### src/rtl/usb_reg_fe_sync_pkg.sv
// Shared definitions for the CW305 host-bus front end: FSM encodings, access decode
// and host address-field split helpers.
`ifndef USB_REG_FE_SYNC_PKG_SV
`define USB_REG_FE_SYNC_PKG_SV

`define FE_ADDR_REG(addr, bc_w)     addr[(bc_w)+7:(bc_w)]
`define FE_ADDR_BYTECNT(addr, bc_w) addr[(bc_w)-1:0]

package usb_reg_fe_sync_pkg;

    localparam logic [2:0] FE_IDLE    = 3'd0;
    localparam logic [2:0] FE_RD_LAT  = 3'd1;
    localparam logic [2:0] FE_RD_HOLD = 3'd2;
    localparam logic [2:0] FE_WR_HOLD = 3'd3;
    localparam logic [2:0] FE_ABORT   = 3'd4;

    typedef enum logic [1:0] {
        FE_ACC_NONE,
        FE_ACC_READ,
        FE_ACC_WRITE,
        FE_ACC_CLASH
    } fe_acc_e;

    // Qualified strobe falls seen in the same cycle are ambiguous and become a clash.
    function automatic fe_acc_e fe_decode(input logic rd_go, input logic wr_go);
        fe_acc_e acc;
        acc = FE_ACC_NONE;
        if (rd_go && wr_go) begin
            acc = FE_ACC_CLASH;
        end else if (rd_go) begin
            acc = FE_ACC_READ;
        end else if (wr_go) begin
            acc = FE_ACC_WRITE;
        end
        return acc;
    endfunction

endpackage

`endif

### src/rtl/usb_reg_fe_sync_if.sv
// Host parallel-bus and register-block interfaces used by the usb_reg_fe_sync front end.
interface usb_host_if #(
    parameter int pADDR_WIDTH = 21
);
    logic [pADDR_WIDTH-1:0] usb_addr;
    logic [7:0]             usb_din;
    logic [7:0]             usb_dout;
    logic                   usb_isout;
    logic                   usb_cen;
    logic                   usb_rdn;
    logic                   usb_wrn;

    modport master (
        output usb_addr, usb_din, usb_cen, usb_rdn, usb_wrn,
        input  usb_dout, usb_isout
    );

    modport slave (
        input  usb_addr, usb_din, usb_cen, usb_rdn, usb_wrn,
        output usb_dout, usb_isout
    );
endinterface

interface usb_reg_if #(
    parameter int pBYTECNT_SIZE = 7
);
    logic [7:0]               reg_address;
    logic [pBYTECNT_SIZE-1:0] reg_bytecnt;
    logic [7:0]               write_data;
    logic [7:0]               read_data;
    logic                     reg_read;
    logic                     reg_write;

    modport master (
        output reg_address, reg_bytecnt, write_data, reg_read, reg_write,
        input  read_data
    );

    modport slave (
        input  reg_address, reg_bytecnt, write_data, reg_read, reg_write,
        output read_data
    );
endinterface

### src/rtl/usb_reg_fe_sync_strobe_sync.sv
// Multi-stage synchronizer with falling/rising edge detect for one asynchronous host strobe.
// Edges are reported only after the strobe has been observed at its idle level since reset.
module usb_strobe_sync
    import usb_reg_fe_sync_pkg::*;
#(
    parameter int   pSYNC_STAGES = 2,
    parameter logic pRESET_VAL   = 1'b1
) (
    input  logic clk,
    input  logic rst,
    input  logic din,
    output logic sync,
    output logic fall,
    output logic rise
);

    logic [pSYNC_STAGES-1:0] chain_q, chain_d;
    logic [pSYNC_STAGES-1:0] fill_q, fill_d;
    logic                    prev_q, prev_d;
    logic                    armed_q, armed_d;

    // fill_q tracks which chain stages hold real samples rather than reset values,
    // so a strobe held active through reset cannot masquerade as a fresh edge.
    always_comb begin
        chain_d = {chain_q[pSYNC_STAGES-2:0], din};
        fill_d  = {fill_q[pSYNC_STAGES-2:0], 1'b1};
        prev_d  = chain_q[pSYNC_STAGES-1];
        armed_d = armed_q | (fill_q[pSYNC_STAGES-1] & (chain_q[pSYNC_STAGES-1] == pRESET_VAL));
    end

    always_ff @(posedge clk) begin
        if (rst) begin
            chain_q <= {pSYNC_STAGES{pRESET_VAL}};
            fill_q  <= '0;
            prev_q  <= pRESET_VAL;
            armed_q <= 1'b0;
        end else begin
            chain_q <= chain_d;
            fill_q  <= fill_d;
            prev_q  <= prev_d;
            armed_q <= armed_d;
        end
    end

    assign sync = chain_q[pSYNC_STAGES-1];
    assign fall = armed_q & prev_q & ~sync;
    assign rise = armed_q & ~prev_q & sync;

endmodule

### src/rtl/usb_reg_fe_sync.sv
// CW305 host parallel bus to usb_clk register interface: one register access per
// qualified host strobe, read data returned on usb_dout while usb_rdn is held low.
module usb_reg_fe_sync
    import usb_reg_fe_sync_pkg::*;
#(
    parameter int pBYTECNT_SIZE = 7,
    parameter int pADDR_WIDTH   = 21,
    parameter int pREAD_LATENCY = 1,
    parameter int pSYNC_STAGES  = 2
) (
    input  logic      usb_clk,
    input  logic      fpga_reset,
    usb_host_if.slave host,
    usb_reg_if.master regs,
    output logic      proto_err
);

    localparam int CNT_W = (pREAD_LATENCY > 0) ? $clog2(pREAD_LATENCY + 1) : 1;

    logic cen_s, rdn_s, wrn_s;
    logic cen_fall, cen_rise, rd_fall, rd_rise, wr_fall, wr_rise;
    logic rd_go, wr_go;
    logic sync_unused;

    logic [2:0]               state_q, state_d;
    logic [CNT_W-1:0]         cnt_q, cnt_d;
    logic                     rd_rise_seen_q, rd_rise_seen_d;
    logic [7:0]               reg_address_q, reg_address_d;
    logic [pBYTECNT_SIZE-1:0] reg_bytecnt_q, reg_bytecnt_d;
    logic [7:0]               write_data_q, write_data_d;
    logic [7:0]               usb_dout_q, usb_dout_d;
    logic                     usb_isout_q, usb_isout_d;
    logic                     reg_read_q, reg_read_d;
    logic                     reg_write_q, reg_write_d;
    logic                     proto_err_q, proto_err_d;

    usb_strobe_sync #(.pSYNC_STAGES(pSYNC_STAGES), .pRESET_VAL(1'b1)) u_cen_sync (
        .clk(usb_clk), .rst(fpga_reset), .din(host.usb_cen),
        .sync(cen_s), .fall(cen_fall), .rise(cen_rise)
    );

    usb_strobe_sync #(.pSYNC_STAGES(pSYNC_STAGES), .pRESET_VAL(1'b1)) u_rdn_sync (
        .clk(usb_clk), .rst(fpga_reset), .din(host.usb_rdn),
        .sync(rdn_s), .fall(rd_fall), .rise(rd_rise)
    );

    usb_strobe_sync #(.pSYNC_STAGES(pSYNC_STAGES), .pRESET_VAL(1'b1)) u_wrn_sync (
        .clk(usb_clk), .rst(fpga_reset), .din(host.usb_wrn),
        .sync(wrn_s), .fall(wr_fall), .rise(wr_rise)
    );

    // Chip-enable is used as a level only; address bits above the register field are don't-care.
    assign sync_unused = ^{cen_fall, cen_rise, host.usb_addr};

    assign rd_go = rd_fall & ~cen_s;
    assign wr_go = wr_fall & ~cen_s;

    always_comb begin
        state_d        = state_q;
        cnt_d          = cnt_q;
        rd_rise_seen_d = rd_rise_seen_q;
        reg_address_d  = reg_address_q;
        reg_bytecnt_d  = reg_bytecnt_q;
        write_data_d   = write_data_q;
        usb_dout_d     = usb_dout_q;
        usb_isout_d    = usb_isout_q;
        reg_read_d     = 1'b0;
        reg_write_d    = 1'b0;
        proto_err_d    = proto_err_q;

        case (state_q)
            FE_IDLE: begin
                case (fe_decode(rd_go, wr_go))
                    FE_ACC_CLASH: begin
                        proto_err_d = 1'b1;
                        state_d     = FE_ABORT;
                    end
                    FE_ACC_READ: begin
                        reg_address_d  = `FE_ADDR_REG(host.usb_addr, pBYTECNT_SIZE);
                        reg_bytecnt_d  = `FE_ADDR_BYTECNT(host.usb_addr, pBYTECNT_SIZE);
                        reg_read_d     = 1'b1;
                        usb_isout_d    = 1'b1;
                        cnt_d          = CNT_W'(pREAD_LATENCY);
                        rd_rise_seen_d = 1'b0;
                        state_d        = FE_RD_LAT;
                    end
                    FE_ACC_WRITE: begin
                        reg_address_d = `FE_ADDR_REG(host.usb_addr, pBYTECNT_SIZE);
                        reg_bytecnt_d = `FE_ADDR_BYTECNT(host.usb_addr, pBYTECNT_SIZE);
                        write_data_d  = host.usb_din;
                        reg_write_d   = 1'b1;
                        state_d       = FE_WR_HOLD;
                    end
                    default: ;
                endcase
            end

            // An early rdn release is remembered so the capture still completes first.
            FE_RD_LAT: begin
                if (rd_go || wr_go) proto_err_d = 1'b1;
                if (rd_rise) rd_rise_seen_d = 1'b1;
                if (cnt_q == '0) begin
                    usb_dout_d = regs.read_data;
                    if (rd_rise_seen_q || rd_rise) begin
                        usb_isout_d = 1'b0;
                        state_d     = FE_IDLE;
                    end else begin
                        state_d = FE_RD_HOLD;
                    end
                end else begin
                    cnt_d = cnt_q - 1'b1;
                end
            end

            FE_RD_HOLD: begin
                if (rd_go || wr_go) proto_err_d = 1'b1;
                if (rd_rise) begin
                    usb_isout_d = 1'b0;
                    state_d     = FE_IDLE;
                end
            end

            FE_WR_HOLD: begin
                if (rd_go || wr_go) proto_err_d = 1'b1;
                if (wr_rise) state_d = FE_IDLE;
            end

            FE_ABORT: begin
                if (rd_go || wr_go) proto_err_d = 1'b1;
                if (rdn_s && wrn_s) state_d = FE_IDLE;
            end

            default: begin
                usb_isout_d = 1'b0;
                state_d     = FE_IDLE;
            end
        endcase
    end

    always_ff @(posedge usb_clk) begin
        if (fpga_reset) begin
            state_q        <= FE_IDLE;
            cnt_q          <= '0;
            rd_rise_seen_q <= 1'b0;
            reg_address_q  <= '0;
            reg_bytecnt_q  <= '0;
            write_data_q   <= '0;
            usb_dout_q     <= '0;
            usb_isout_q    <= 1'b0;
            reg_read_q     <= 1'b0;
            reg_write_q    <= 1'b0;
            proto_err_q    <= 1'b0;
        end else begin
            state_q        <= state_d;
            cnt_q          <= cnt_d;
            rd_rise_seen_q <= rd_rise_seen_d;
            reg_address_q  <= reg_address_d;
            reg_bytecnt_q  <= reg_bytecnt_d;
            write_data_q   <= write_data_d;
            usb_dout_q     <= usb_dout_d;
            usb_isout_q    <= usb_isout_d;
            reg_read_q     <= reg_read_d;
            reg_write_q    <= reg_write_d;
            proto_err_q    <= proto_err_d;
        end
    end

    assign regs.reg_address = reg_address_q;
    assign regs.reg_bytecnt = reg_bytecnt_q;
    assign regs.write_data  = write_data_q;
    assign regs.reg_read    = reg_read_q;
    assign regs.reg_write   = reg_write_q;
    assign host.usb_dout    = usb_dout_q;
    assign host.usb_isout   = usb_isout_q;
    assign proto_err        = proto_err_q;

endmodule

### src/flat_wrapper.sv
// flat-port wrapper written by rule: the top's interface ports become plain ports
module usb_reg_fe_sync_flat import usb_reg_fe_sync_pkg::*;
#(
    parameter int pBYTECNT_SIZE = 7,
    parameter int pADDR_WIDTH   = 21,
    parameter int pREAD_LATENCY = 1,
    parameter int pSYNC_STAGES  = 2
)
  (usb_clk, fpga_reset, proto_err, host_usb_addr, host_usb_din, host_usb_cen, host_usb_rdn, host_usb_wrn, host_usb_dout, host_usb_isout, regs_reg_address, regs_reg_bytecnt, regs_write_data, regs_reg_read, regs_reg_write, regs_read_data);
  usb_host_if #(.pADDR_WIDTH(pADDR_WIDTH)) host_i ();
  usb_reg_if #(.pBYTECNT_SIZE(pBYTECNT_SIZE)) regs_i ();
  input  logic usb_clk;
  input  logic fpga_reset;
  output logic proto_err;
  input wire logic [$bits(host_i.usb_addr)-1:0] host_usb_addr;
  input wire logic [$bits(host_i.usb_din)-1:0] host_usb_din;
  input wire logic [$bits(host_i.usb_cen)-1:0] host_usb_cen;
  input wire logic [$bits(host_i.usb_rdn)-1:0] host_usb_rdn;
  input wire logic [$bits(host_i.usb_wrn)-1:0] host_usb_wrn;
  output wire logic [$bits(host_i.usb_dout)-1:0] host_usb_dout;
  output wire logic [$bits(host_i.usb_isout)-1:0] host_usb_isout;
  output wire logic [$bits(regs_i.reg_address)-1:0] regs_reg_address;
  output wire logic [$bits(regs_i.reg_bytecnt)-1:0] regs_reg_bytecnt;
  output wire logic [$bits(regs_i.write_data)-1:0] regs_write_data;
  output wire logic [$bits(regs_i.reg_read)-1:0] regs_reg_read;
  output wire logic [$bits(regs_i.reg_write)-1:0] regs_reg_write;
  input wire logic [$bits(regs_i.read_data)-1:0] regs_read_data;
  assign host_i.usb_addr = host_usb_addr;
  assign host_i.usb_din = host_usb_din;
  assign host_i.usb_cen = host_usb_cen;
  assign host_i.usb_rdn = host_usb_rdn;
  assign host_i.usb_wrn = host_usb_wrn;
  assign host_usb_dout = host_i.usb_dout;
  assign host_usb_isout = host_i.usb_isout;
  assign regs_reg_address = regs_i.reg_address;
  assign regs_reg_bytecnt = regs_i.reg_bytecnt;
  assign regs_write_data = regs_i.write_data;
  assign regs_reg_read = regs_i.reg_read;
  assign regs_reg_write = regs_i.reg_write;
  assign regs_i.read_data = regs_read_data;
  usb_reg_fe_sync #(.pBYTECNT_SIZE(pBYTECNT_SIZE), .pADDR_WIDTH(pADDR_WIDTH), .pREAD_LATENCY(pREAD_LATENCY), .pSYNC_STAGES(pSYNC_STAGES)) u_core (.usb_clk(usb_clk), .fpga_reset(fpga_reset), .host(host_i), .regs(regs_i), .proto_err(proto_err));
endmodule
### config.mk
export PLATFORM = sky130hd
export DESIGN_NAME = usb_reg_fe_sync_flat
export DESIGN_NICKNAME = d
export VERILOG_FILES = /design/src/rtl/usb_reg_fe_sync_pkg.sv /design/src/rtl/usb_reg_fe_sync_if.sv /design/src/rtl/usb_reg_fe_sync_strobe_sync.sv /design/src/rtl/usb_reg_fe_sync.sv /design/src/flat_wrapper.sv
export SDC_FILE = /design/constraint.sdc
export NUM_CORES = 1
export LEC_CHECK = 0
export ABC_AREA = 1
export BUFFER_PORTS_ARGS = -buffer_cell sky130_fd_sc_hd__buf_2
export CAP_MARGIN = 20
export CORE_MARGIN = 4
export CORE_UTILIZATION = 49
export CTS_CLUSTER_DIAMETER = 50
export DETAILED_ROUTE_END_ITERATION = 10
export PLACE_DENSITY_LB_ADDON = 0.12
export SETUP_SLACK_MARGIN = 0.15
export SYNTH_ARGS = -nofsm -noshare
export SYNTH_HDL_FRONTEND = slang
export SYNTH_HIERARCHICAL = 1
export SYNTH_SLANG_ARGS = --single-unit
### constraint.sdc
create_clock -name usb_clk -period 1.75 [get_ports usb_clk]
set_input_delay 0.0875 -clock usb_clk [delete_from_list [all_inputs] [get_ports usb_clk]]
set_output_delay 0.0875 -clock usb_clk [all_outputs]
set_load 0.02 [all_outputs]
==> results.sh <==
export IMPL_tightestPinTransition_ns=0.536
export IMPL_drc_errors=0
export IMPL_startpoint_type="flop"
export IMPL_vias_per_cell=4.88
export IMPL_clock_latency_ns=0.29
export IMPL_antenna_found_initial=0
export IMPL_fin_crit_sh_pct=84.4
export IMPL_grt_setup_unrepaired="no"
export IMPL_synth_cells=264
export IMPL_post_cts_buffers=0
export IMPL_layout_min_cycle_time_ns=1.48
export IMPL_yosysWarningCount=6
export IMPL_path_max_fanout=16
export IMPL_ant_nets=0
export IMPL_relSlewSlack_pct=64.3
export IMPL_clockBufferDepth=2
export IMPL_required_ns=1.99
export IMPL_wl_per_cell_um=11.8
export IMPL_cts_made_buffers=5
export IMPL_cp_arrival_ns=1.71
export IMPL_die_x_um=74.0
export IMPL_critPathCapture="u_core/state_q[0]$_SDFFE_PP0P_"
export IMPL_power_leakage_nw=1.23
export IMPL_syn_avg_cell_area_um2=8.08
export IMPL_cts_root_buf="clkbuf_8"
export IMPL_area_delta_synth_final_pct=26.5
export IMPL_dp_cells=379
export IMPL_grt_pass1_vias=1744
export IMPL_hold_violations=0
export IMPL_ir_worst_vdd_mv=0.683
export IMPL_fin_skew_ns=0.00362
export IMPL_core_area_um2=4120
export IMPL_drv_cap=0
export IMPL_instances_no_fill=389
export IMPL_globalplace_congestion=0.874
export IMPL_syn_cell_area_um2=2130
export IMPL_r2r_end="u_core/state_q[0]$_SDFFE_PP0P_"
export IMPL_die_height_um=74.0
export IMPL_io_buffers=70
export IMPL_cts_tree="yes"
export IMPL_start_util_pct=51.8
export IMPL_r2r_slack_ns=0.27
export IMPL_status="finished clean"
export IMPL_multi_input_area_um2=925
export IMPL_finalMaxSlewViolations=0
export IMPL_seq_area_um2=1080
export IMPL_crit_reg2reg_launch="u_core/u_wrn_sync/prev_q$_SDFF_PP1_"
export IMPL_holdCritPathClass="in -> reg"
export IMPL_fin_nets=385
export IMPL_timing_critical_path_from="u_core/u_wrn_sync/prev_q$_SDFF_PP1_"
export IMPL_clkTransAtPathRegs_ns=0.09
export IMPL_path_class="reg -> reg"
export IMPL_antenna_diode_count=0
export IMPL_first_pass_iters=4
export IMPL_grtUsageTotal_pct=17.0
export IMPL_post_route_cells_drive_above_1_share_pct=30.4
export IMPL_endpoint_kind="flop"
export IMPL_cts_sinks=54
export IMPL_max_freq_mhz=677
export IMPL_rr_worst_depth=9
export IMPL_vias=1897
export IMPL_filler_cell_count=371
export IMPL_powerDensity_nw_per_um2=1190
export IMPL_drt_iter0_drc=161
export IMPL_hpwl_um=3290
export IMPL_row_count=23
export IMPL_synth_nets=310
export IMPL_setup_viol=0
export IMPL_grt_first_pass_wirelength_um=7380
export IMPL_tns_ns=0
export IMPL_ioPinCount=77
export IMPL_finalWirelength_um=4610
export IMPL_gr_total_overflow=0
export IMPL_cts_htree_levels=2
export IMPL_grt_max_degree=34
export IMPL_die_area_um2=5470
-- flip-flops by register name, indices dropped and copies added (netlist names), 2 cells and up --
signal	count
u_core/regs.reg_address	8
u_core/regs.write_data	8
u_core/u_wrn_sync/chain_q	2
u_core/u_cen_sync/chain_q	2
u_core/host.usb_dout	8
u_core/regs.reg_bytecnt	7
u_core/u_rdn_sync/chain_q	2
u_core/u_rdn_sync/fill_q	2
u_core/state_q	3
u_core/u_wrn_sync/fill_q	2
-- final cells by class --
cell class	count	area share, %
Clock buffer	6	3.06
Clock inverter	1	1.11
Multi-Input combinational cell	177	34.3
Tap cell	50	2.32
Inverter	21	2.92
Sequential cell	54	40.2
Timing Repair Buffer	80	16.1
-- metrics by stage --
stage               area [um2]  worst slack [ns]  power [W]  hold WS [ns]  util, %
finish                    2700             0.273    0.00322        0.0487     65.5
global route              2700             0.138    0.00342        0.0501     65.5
CTS                       2660             0.203    0.00322        0.0440     64.5
detailed placement        2510             0.212    0.00240         0.267     61.1
global placement          2510             0.245    0.00240         0.265     61.1
floorplan                 2130             0.314    0.00227         0.144        -
-- timing repair --
action | 4_1_cts | 5_1_grt
gates resized for setup | 0 | 10
endpoints found under the hold margin | 3 | 0
hold buffers | 3 | 0
endpoints found under the setup margin | 0 | 19
-- cells in the final DEF, fill, tap and decap left out, drive strengths merged, types with 2 or more instances in the layout --
master	n
a21oi	36
buf	77
clkbuf	6
dfxtp	54
dlygate4sd3	3
ha	4
inv	20
nand2	59
nand3	40
nor2	23
nor3	2
o21ai	2
or2	8
-- power by group --
group | internal [W] | switching, W | total (W) | leakage, nW
Clock | 0.000458 | 0.000367 | 0.000825 | 0.0573
Sequential | 0.00132 | 0.0000984 | 0.00141 | 0.440
Combinational | 0.000328 | 0.000651 | 0.000979 | 0.733
Total | 0.00210 | 0.00112 | 0.00322 | 1.23
-- critical path, cell delays in order (launching register included) --
cell	delay (ns)
dfxtp_1	0.34
nand2_1	0.05
nor2_1	0.15
nand2_2	0.12
ha_4	0.29
buf_4	0.13
nand2_8	0.10
nand3_1	0.12
nand2_1	0.05
nor2_1	0.07
-- how the worst min path moves through the flow --
stage,start,endpoint,slack (ns),cells past startpoint
global route,regs_read_data[5],u_core/host.usb_dout[5]$_SDFFE_PP0P_,0.05,3
floorplan,fpga_reset,u_core/u_rdn_sync/fill_q[0]$_DFF_P_,0.14,1
global placement,host_usb_rdn,u_core/u_rdn_sync/chain_q[0]$_SDFF_PP1_,0.26,2
CTS,host_usb_addr[10],u_core/regs.reg_address[3]$_SDFFE_PP0P_,0.04,3
detailed placement,host_usb_wrn,u_core/u_wrn_sync/chain_q[0]$_SDFF_PP1_,0.27,2
finish,host_usb_din[4],u_core/regs.write_data[4]$_SDFFE_PP0P_,0.05,3
-- metal layers --
| layer | up-vias | wire length (um) | global-route usage, % |
|---|---|---|---|
| met4 | 0 | 45 | 5.63 |
| met5 | - | 0 | 0 |
| met3 | 4 | 380 | 5.27 |
| li1 | 1002 | - | - |
| met1 | 835 | 2080 | 21.4 |
| met2 | 56 | 2100 | 27.8 |
No activity file was read; power rests on OpenSTA's default activity.
